==> src/rtl/bcd_seq_conv.sv <==
// rtl/bcd_seq_conv.sv - sequential double-dabble binary-to-BCD converter, one bit per cycle
// Optional saturation on out-of-range operands: define BCD_OVERFLOW_SAT_EN
module bcd_seq_conv #(
  parameter int NUMBIN  = 14,
  parameter int NUMBCDS = 4
) (
  input  logic                   clk,
  input  logic                   rst,
  input  logic                   start,
  input  logic [NUMBIN-1:0]      bin,
  output logic                   busy,
  output logic                   done,
  output logic [4*NUMBCDS-1:0]   bcd,
  output logic                   overflow
);

  localparam int CW = $clog2(NUMBIN + 1);

  typedef enum logic [1:0] {
    S_IDLE    = 2'd0,
    S_CONVERT = 2'd1,
    S_DONE    = 2'd2
  } state_t;

  state_t                 r_state;
  state_t                 w_state_next;
  logic [NUMBIN-1:0]      r_sr;
  logic [4*NUMBCDS-1:0]   r_scratch;
  logic [4*NUMBCDS-1:0]   r_bcd;
  logic [CW-1:0]          r_cnt;
  logic [4*NUMBCDS-1:0]   w_adj;
  logic [4*NUMBCDS-1:0]   w_scratch_next;
  logic                   w_last;

`ifdef BCD_OVERFLOW_SAT_EN
  localparam logic [63:0] MAXVAL = 64'(10 ** NUMBCDS - 1);
  logic r_ovf_pend;
  logic r_ovf;
  assign overflow = r_ovf;
`else
  assign overflow = 1'b0;
`endif

  assign bcd    = r_bcd;
  assign w_last = (r_cnt == CW'(1));

  // Add-3 correction, then shift the operand MSB into the scratch LSB; top digit carry is dropped.
  always_comb begin
    w_adj = r_scratch;
    for (int i = 0; i < NUMBCDS; i++) begin
      if (r_scratch[4*i +: 4] >= 4'd5) begin
        w_adj[4*i +: 4] = r_scratch[4*i +: 4] + 4'd3;
      end
    end
    w_scratch_next = {w_adj[4*NUMBCDS-2:0], r_sr[NUMBIN-1]};
  end

  always_comb begin
    w_state_next = r_state;
    busy         = 1'b0;
    done         = 1'b0;
    case (r_state)
      S_IDLE: begin
        if (start) w_state_next = S_CONVERT;
      end
      S_CONVERT: begin
        busy = 1'b1;
        if (w_last) w_state_next = S_DONE;
      end
      S_DONE: begin
        done         = 1'b1;
        w_state_next = S_IDLE;
      end
      default: w_state_next = S_IDLE;
    endcase
  end

  always_ff @(posedge clk) begin
    if (rst) begin
      r_state   <= S_IDLE;
      r_sr      <= '0;
      r_scratch <= '0;
      r_cnt     <= '0;
      r_bcd     <= '0;
`ifdef BCD_OVERFLOW_SAT_EN
      r_ovf_pend <= 1'b0;
      r_ovf      <= 1'b0;
`endif
    end else begin
      r_state <= w_state_next;
      case (r_state)
        S_IDLE: begin
          if (start) begin
            r_sr      <= bin;
            r_scratch <= '0;
            r_cnt     <= CW'(NUMBIN);
`ifdef BCD_OVERFLOW_SAT_EN
            r_ovf_pend <= (64'(bin) > MAXVAL);
`endif
          end
        end
        S_CONVERT: begin
          r_scratch <= w_scratch_next;
          r_sr      <= r_sr << 1;
          r_cnt     <= r_cnt - CW'(1);
          // Result register is loaded on the final shift so it is already valid while done is high.
          if (w_last) begin
`ifdef BCD_OVERFLOW_SAT_EN
            r_bcd <= r_ovf_pend ? {NUMBCDS{4'h9}} : w_scratch_next;
            r_ovf <= r_ovf_pend;
`else
            r_bcd <= w_scratch_next;
`endif
          end
        end
        default: ;
      endcase
    end
  end

endmodule

==> config.mk <==
export PLATFORM = sky130hd
export DESIGN_NAME = bcd_seq_conv
export DESIGN_NICKNAME = d
export VERILOG_FILES = /design/src/rtl/bcd_seq_conv.sv
export SDC_FILE = /design/constraint.sdc
export NUM_CORES = 1
export LEC_CHECK = 0
export CORE_UTILIZATION = 50
export CTS_CLUSTER_DIAMETER = 100
export DETAILED_ROUTE_END_ITERATION = 7
export DONT_BUFFER_PORTS = 1
export PLACE_DENSITY = 0.66
export SYNTH_ARGS = -nofsm -noshare
export SYNTH_HDL_FRONTEND = slang
export SYNTH_SLANG_ARGS = --single-unit
==> constraint.sdc <==
create_clock -name clk -period 1.7 [get_ports clk]
set_input_delay 0.085 -clock clk [delete_from_list [all_inputs] [get_ports clk]]
set_output_delay 0.085 -clock clk [all_outputs]
set_load 0.01 [all_outputs]
* Word-level counts from Yosys, hierarchy flattened
Cells that the tools add are included.
** Operators by class
- Add/sub/neg operators :: 5
- $lt $le $gt $ge :: 4
- Eq/ne operators :: 5
- Mux-type cells :: 15
- Reductions and logical operators :: 5
** Operators by type and width (count)
- $pmux W16 S2 :: 1
- $pmux W14 S2 :: 1
- $ge A4 B3 Y1 const B :: 4
- $mux W16 :: 1
- $mux W4 :: 4
- $mux W14 :: 1
- $add A4 B2 Y4 const B :: 3
- $pmux W4 S2 :: 1
- $reduce_and A2 Y1 :: 3
- $eq A4 B1 Y1 const B :: 1
- $mux W2 :: 2
- $ne A2 B2 Y1 const B :: 2
- $pmux W2 S2 :: 1
- $sub A4 B1 Y4 const B :: 1
- $add A3 B2 Y3 const B :: 1
- $mux W3 :: 1
- $eq A2 B1 Y1 const B :: 1
- $eq A2 B2 Y1 const B :: 1
- $logic_not A2 Y1 :: 1
- $mux W1 :: 2
- $reduce_bool A2 Y1 :: 1
** Storage, ports and cells
- Register bits :: 52
- Output and inout bits :: 19
- Logic and storage cells :: 39

* Longest topological paths before layout
Gate-level depths: netlist of the first run.
- Word-level depth :: 3
- Gate-level depth with buffers :: 8
- Mapped depth without buffers :: 6

* Worst setup path after synthesis of the first run
No wires, ideal clock.
- Path type :: register to register
- From :: register r_scratch[12]
- To :: register r_scratch[14]
- Setup time :: 0.074 ns
- Arrival :: 1.345 ns
- Required time :: 1.626 ns
- Path slack :: 0.281 ns
- Stages on the path, launching flop included :: 7
- Period minus slack after synthesis :: 1.419 ns
- Path through :: dfxtp_1 inv_1 ha_1 nand2b_1 a21oi_1 mux2_2 o21ai_0
** Between the ends
- Cells in the longest elaborated chain, start to end :: 3
- Elaborated cells between the ends (all ways) :: 4
** RTL lines
- from (decl) :: line 28 : logic [4*NUMBCDS-1:0] r_scratch;
- from (signal assigned) :: line 103 : r_scratch <= w_scratch_next;
- $ge A4 B3 Y1 / $add A3 B2 Y3 (equally long branches) :: line 51, 52
- $mux W3 * :: line 51 : if (r_scratch[4*i +: 4] >= 4'd5) begin
- $pmux W16 S2 * :: line 91 : case (r_state)
Every way passes the cells marked *; elsewhere a longest branch is shown, timed or not.
A chain may end at the register's enable or synchronous reset.

* Worst setup path after layout of the first run
- From :: register r_scratch[4]
- To :: register r_scratch[6]
** Between the ends
- Cells in the longest elaborated chain, start to end :: 3
- Elaborated cells between the ends (all ways) :: 4
** RTL lines (line)
- $add A4 B2 Y4 / $ge A4 B3 Y1 (equally long branches) :: 52, 51
- $mux W4 * :: 51
- $pmux W16 S2 * :: 91
Marked as above.

==> results.sh, run 1 <==
export IMPL_outcome="finished clean"
export IMPL_syn_area_per_cell_um2=9.18
export IMPL_synthCells=264
export IMPL_grt_pass1_vias=1762
export IMPL_clkSinkCount=52
export IMPL_post_cts_buffers=0
export IMPL_rows=24
export IMPL_r2r_end="r_scratch[6]"
export IMPL_tightest_slew_ns=0.706
export IMPL_drtIter0Drc=104
export IMPL_wire_per_inst_um=16.5
export IMPL_hold_viol=0
export IMPL_dr_total_vias=1945
export IMPL_hold_depth=3
export IMPL_start_util_pct=53.8
export IMPL_grt_antenna_before_repair=0
export IMPL_track_usage_pct=21.7
export IMPL_p_leak_nw=0.980
export IMPL_cap_violations=0
export IMPL_required_ns=1.95
export IMPL_syn_area_um2=2420
export IMPL_final_setup_tns_ns=0
export IMPL_rsz0062_at_grt="false"
export IMPL_viasPerCell=5.98
export IMPL_period_minus_slack_ns=1.56
export IMPL_synth_edf_count=0
export IMPL_cp_max_fo=5
export IMPL_dpl_instance_area_um2=2460
export IMPL_r2r_start="r_scratch[4]"
export IMPL_ios=36
export IMPL_cts_tree="done"
export IMPL_syn_nets=291
export IMPL_crit_arrival_ns=1.81
export IMPL_synthFlopType="dfxtp_1"
export IMPL_final_max_slew_viol_count=0
export IMPL_syn_to_final_growth_pct=9.18
export IMPL_fin_nets=299
export IMPL_finalPower_mw=2.35
export IMPL_fin_skew_ns=0.00665
export IMPL_start_kind="flip-flop"
export IMPL_ys_seq_area_share_pct=42.9
export IMPL_drive_gt1_share_pct=14.3
export IMPL_cts_buffers=5
export IMPL_clk_pin_slew_ns=0.09
export IMPL_drt_pass1_iterations=4
export IMPL_die_h_um=71.6
export IMPL_clock_fmax_mhz=639
export IMPL_antenna_cells=0
export IMPL_cts_max_level=2
export IMPL_min_delay_worst_endpoint="r_sr[3]"
export IMPL_finalSetupViolations=0
export IMPL_hpwl_um=3530
export IMPL_async_flop_share_pct=0
export IMPL_routed_wl_um=5350
export IMPL_dp_cells=309
export IMPL_slew_headroom_pct=52.8
export IMPL_grt_pass1_wl_um=8680
export IMPL_power_density_nw_per_um2=888
export IMPL_cts_root_buffer="clkbuf_8"
export IMPL_grt_max_degree=24
export IMPL_cp_end_kind="flip-flop"
export IMPL_crit_type="reg2reg"
export IMPL_die_area_um2=5130
export IMPL_drc=0
export IMPL_design_core_area_um2=4500
export IMPL_yosysWarnings=0
export IMPL_yosysUniqueCellTypes=43
export IMPL_cp_startpoint="r_scratch[4]"
export IMPL_final_cell_area_um2=2650
export IMPL_gp_congestion=0.717
export IMPL_min_period_over_period_pct=92.0
export IMPL_ys_seq_elements=52
export IMPL_finalNonFillerCells=325
export IMPL_io_buffers=0
export IMPL_grt_overflow=0
export IMPL_reg2reg_slack_ns=0.14
export IMPL_r2r_cells=6
export IMPL_clockBufferDepth=2
export IMPL_ant_nets=0
export IMPL_die_w_um=71.6
export IMPL_hold_path_startpoint="rst"
export IMPL_clkLatencyLatePin_ns=0.30
export IMPL_irDropWorstVdd_mv=0.409
export IMPL_hold_class="in2reg"
how the worst max path moves through the flow:
stage	endpoint	slack, ns	cells past startpoint
6_report	r_scratch[6]	0.14	6
5_1_grt	bcd[2]	0.003	6
4_1_cts	r_scratch[7]	0.10	5
3_5_place_dp	r_scratch[15]	0.11	5
3_3_place_gp	r_scratch[15]	0.16	5
2_1_floorplan	r_scratch[14]	0.28	6
power by group:
group          switching [mW]  internal (mW)
registers              0.0557           1.28
logic                   0.164          0.127
clock network           0.391          0.333
total                   0.611           1.74
placed cells by master (no fill, tap or decap), types with 5 or more instances in the layout:
master         count
a22o_1             6
inv_1             15
a211oi_2           5
nor2_2             6
nor2_1            19
nor3b_1            7
o2bb2ai_1          5
nand2b_1           5
clkbuf_8           6
a21oi_1           21
dlygate4sd3_1      8
ha_1              10
o221ai_1           5
nand2_1           21
o22ai_1           10
o21ai_0           14
buf_4              8
dfxtp_1           50
synth_stat cells (5+ instances only):
| library cell | count | area (um^2) |
|---|---|---|
| a211oi_2 | 5 | 62.6 |
| a21oi_1 | 22 | 110 |
| a22o_1 | 6 | 52.6 |
| buf_2 | 7 | 35.0 |
| dfxtp_1 | 52 | 1040 |
| ha_1 | 10 | 125 |
| inv_1 | 15 | 56.3 |
| nand2_1 | 21 | 78.8 |
| nand2b_1 | 5 | 31.3 |
| nor2_1 | 19 | 71.3 |
| nor2_2 | 6 | 37.5 |
| nor3b_1 | 7 | 52.6 |
| o21ai_0 | 14 | 70.1 |
| o221ai_1 | 5 | 43.8 |
| o22ai_1 | 10 | 62.6 |
| o2bb2ai_1 | 5 | 43.8 |
critical path, cell delays in order (launching register included):
cell and delay (ns):
dfxtp_1 0.35, inv_1 0.08, ha_1 0.24, nand2b_1 0.10, a21oi_1 0.26, mux2i_1 0.31, a22o_1 0.17
metrics by stage:
step / hold slack, ns / setup WS, ns / utilization (%)
4_1_cts: 0.00142 / 0.101 / 58.2
2_1_floorplan: 0.194 / 0.281 / -
3_5_place_dp: 0.155 / 0.110 / 54.7
3_3_place_gp: 0.155 / 0.165 / 54.7
6_report: 0.00821 / 0.136 / 58.8
5_1_grt: 0.0198 / 0.00323 / 58.8
cells by family (layout without fill, tap and decap cells):
| family | count (synthesis) | in the layout | synth area share (%) |
|---|---|---|---|
| DFF | 52 | 52 | 42.9 |
| muxes | 5 | 5 | 2.12 |
| xor gates and xnor gates | 4 | 4 | 1.44 |
| AOI/OAI and AO/OA | 92 | 92 | 27.1 |
| adders and majority gates | 10 | 10 | 5.16 |
| buffers and inverters | 32 | 41 | 6.91 |
| other | 1 | 1 | 0.155 |
| and+or+nand+nor | 68 | 68 | 14.1 |
what timing repair did:
action,CTS,global route
endpoints found under the setup margin,0,6
gates resized for setup,0,5
hold endpoints to repair,22,1
hold buffers,7,1
sequential cells by signal (all words and copies together), names as in the netlist:
name and count:
r_scratch 16, r_state 2, bcd 16, r_cnt 4, r_sr 14
layer usage:
metal / share of wire [%] / vias up / global-route usage (%)
li1: - / 974 / -
met1: 49 / 923 / 29.6
met2: 46 / 42 / 34.8
met3: 3.9 / 6 / 4.36
met4: 1.2 / 0 / 6.54
met5: 0 / - / 0
final cells by class:
cell class                 instances  area, um^2
timing repair buffer              17         160
multi-input combinational        180        1230
inverter                          16        60.1
clock buffer                       8        90.1
fill                             411        1860
tap                               52        65.1
sequential                        52        1040
(Power assumes the default switching activity.)
==> run 2: changes to the inputs <==
==> constraint.sdc (replaced) <==
create_clock -name clk -period 1.65 [get_ports clk]
set_input_delay 0.0825 -clock clk [delete_from_list [all_inputs] [get_ports clk]]
set_output_delay 0.0825 -clock clk [all_outputs]
set_load 0.01 [all_outputs]
==> run 2 against run 1 <==
Critical path depth stayed put; sequential share of layout area is 0.094 points lower; highest routed layer unchanged; design area stayed put; largest cell class unchanged; hold slack better by 0.013 ns; clock-buffer cell count is 3 lower; flip-flop and latch count stayed put.
==> results.sh, run 2 (same netlist as run 1, synthesis figures left out) <==
export IMPL_rows=24
export IMPL_clock_fmax_mhz=657
export IMPL_fin_skew_ns=0.00811
export IMPL_wl_met2_um=2280
export IMPL_top_layer="met4"
export IMPL_clk_pin_slew_ns=0.09
export IMPL_grt_max_degree=24
export IMPL_start_util_pct=53.8
export IMPL_grt_overflow=0
export IMPL_die_area_um2=5130
export IMPL_viasPerCell=5.83
export IMPL_required_ns=1.82
export IMPL_clkSinkCount=52
export IMPL_gp_congestion=0.798
export IMPL_slew_headroom_pct=39.2
export IMPL_die_w_um=71.6
export IMPL_wirelength_met1_um=2600
export IMPL_grt_pass1_vias=1839
export IMPL_cp_max_fo=23
export IMPL_drtIter0Drc=96
export IMPL_hold_viol=0
export IMPL_dp_cells=309
export IMPL_post_cts_buffers=0
export IMPL_finalPower_mw=2.48
export IMPL_crit_arrival_ns=1.69
export IMPL_outcome="finished clean"
export IMPL_final_max_slew_viol_count=0
export IMPL_finalNonFillerCells=322
export IMPL_clkLatencyLatePin_ns=0.29
export IMPL_cp_end_kind="flip-flop"
export IMPL_met3_length_um=157
export IMPL_routed_wl_um=5070
export IMPL_drive_gt1_share_pct=14.8
export IMPL_p_leak_nw=0.977
export IMPL_crit_type="reg2reg"
export IMPL_hpwl_um=3440
export IMPL_grt_pass1_wl_um=8900
export IMPL_hold_class="in2reg"
export IMPL_min_period_over_period_pct=92.3
export IMPL_cts_root_buffer="clkbuf_8"
export IMPL_antenna_cells=0
export IMPL_clockBufferDepth=2
export IMPL_drc=0
export IMPL_start_kind="flip-flop"
export IMPL_cap_violations=0
export IMPL_ios=36
export IMPL_ant_nets=0
export IMPL_drt_pass1_iterations=4
export IMPL_track_usage_pct=22.0
export IMPL_cts_max_level=2
export IMPL_die_h_um=71.6
export IMPL_fin_nets=298
export IMPL_tightest_slew_ns=0.908
export IMPL_period_minus_slack_ns=1.52
export IMPL_final_common_cell="dfxtp_1"
export IMPL_final_setup_tns_ns=0
export IMPL_io_buffers=0
export IMPL_power_density_nw_per_um2=938
export IMPL_rsz0062_at_grt="false"
export IMPL_wire_per_inst_um=15.7
export IMPL_cts_buffers=5
export IMPL_cts_tree="done"
export IMPL_final_cell_mix="52 x dfxtp_1, 21 x nand2_1, 19 x nor2_1, 19 x a21oi_1, 15 x inv_1"
export IMPL_finalSetupViolations=0
export IMPL_irDropWorstVdd_mv=0.580
export IMPL_syn_to_final_growth_pct=9.18
export IMPL_dr_total_vias=1878
export IMPL_grt_antenna_before_repair=0
export IMPL_design_core_area_um2=4500
[run 2: cell count changes in the layout (fill, tap and decap cells not counted), moves of 2 or more]
cell | previous run | this run
dfxtp_1 | 50 | 52
a21oi_1 | 21 | 19
ha_2 | 0 | 2
a21oi_2 | 1 | 3
ha_1 | 10 | 8
clkbuf_1 | 2 | 0
dfxtp_2 | 2 | 0
[run 2: final timing paths]
check	depth (start not counted)	from	slack [ns]	to
worst min-delay path	2	bin[12]	0.02	r_sr[12]
worst max-delay path	6	r_cnt[0]	0.13	bcd[0]
worst max register to register	6	r_cnt[0]	0.13	bcd[0]
worst min register to register	2	r_sr[0]	0.46	r_sr[1]
[run 2: repair_timing]
action                     CTS  global route
setup endpoints to repair    0             6
gates resized for setup      0             5
hold endpoints to repair    22             0
hold buffers                 7             0
[run 2: layout make-up]
cell class / instances / area (um^2)
Fill cell: 399 / 1860
Multi-Input combinational cell: 180 / 1230
Sequential cell: 52 / 1040
Timing Repair Buffer: 16 / 150
Clock buffer: 5 / 68.8
Tap cell: 52 / 65.1
Inverter: 16 / 60.1
Clock inverter: 1 / 30.0
[run 2: where the power goes]
group	leakage (nW)	internal (mW)	switching, mW	total (mW)
Combinational	0.504	0.123	0.168	0.291
Sequential	0.424	1.32	0.0539	1.37
Clock	0.0501	0.436	0.386	0.822
[run 2: critical path, cell delays in order, from the launching register on]
cell	delay, ns
dfxtp_1	0.40
ha_1	0.15
nor3b_2	0.21
and2_1	0.20
buf_12	0.18
mux2i_1	0.19
nor2_1	0.05
[run 2: stage by stage]
step           instance area (um^2)  hold slack (ns)  util [%]  setup slack, ns
6_report                       2650           0.0214      58.8            0.127
5_1_grt                        2650           0.0263      58.8          0.00301
4_1_cts                        2630          0.00225      58.4            0.106
3_5_place_dp                   2460            0.151      54.7            0.124
3_3_place_gp                   2460            0.153      54.7            0.174
2_1_floorplan                  2420            0.191         -            0.231
[run 2: per-layer routing]
metal / vias to the layer above / global-route usage (%)
met4: 0 / 6.54
met5: - / 0
met1: 878 / 31.0
li1: 968 / -
met3: 2 / 4.22
met2: 30 / 34.2
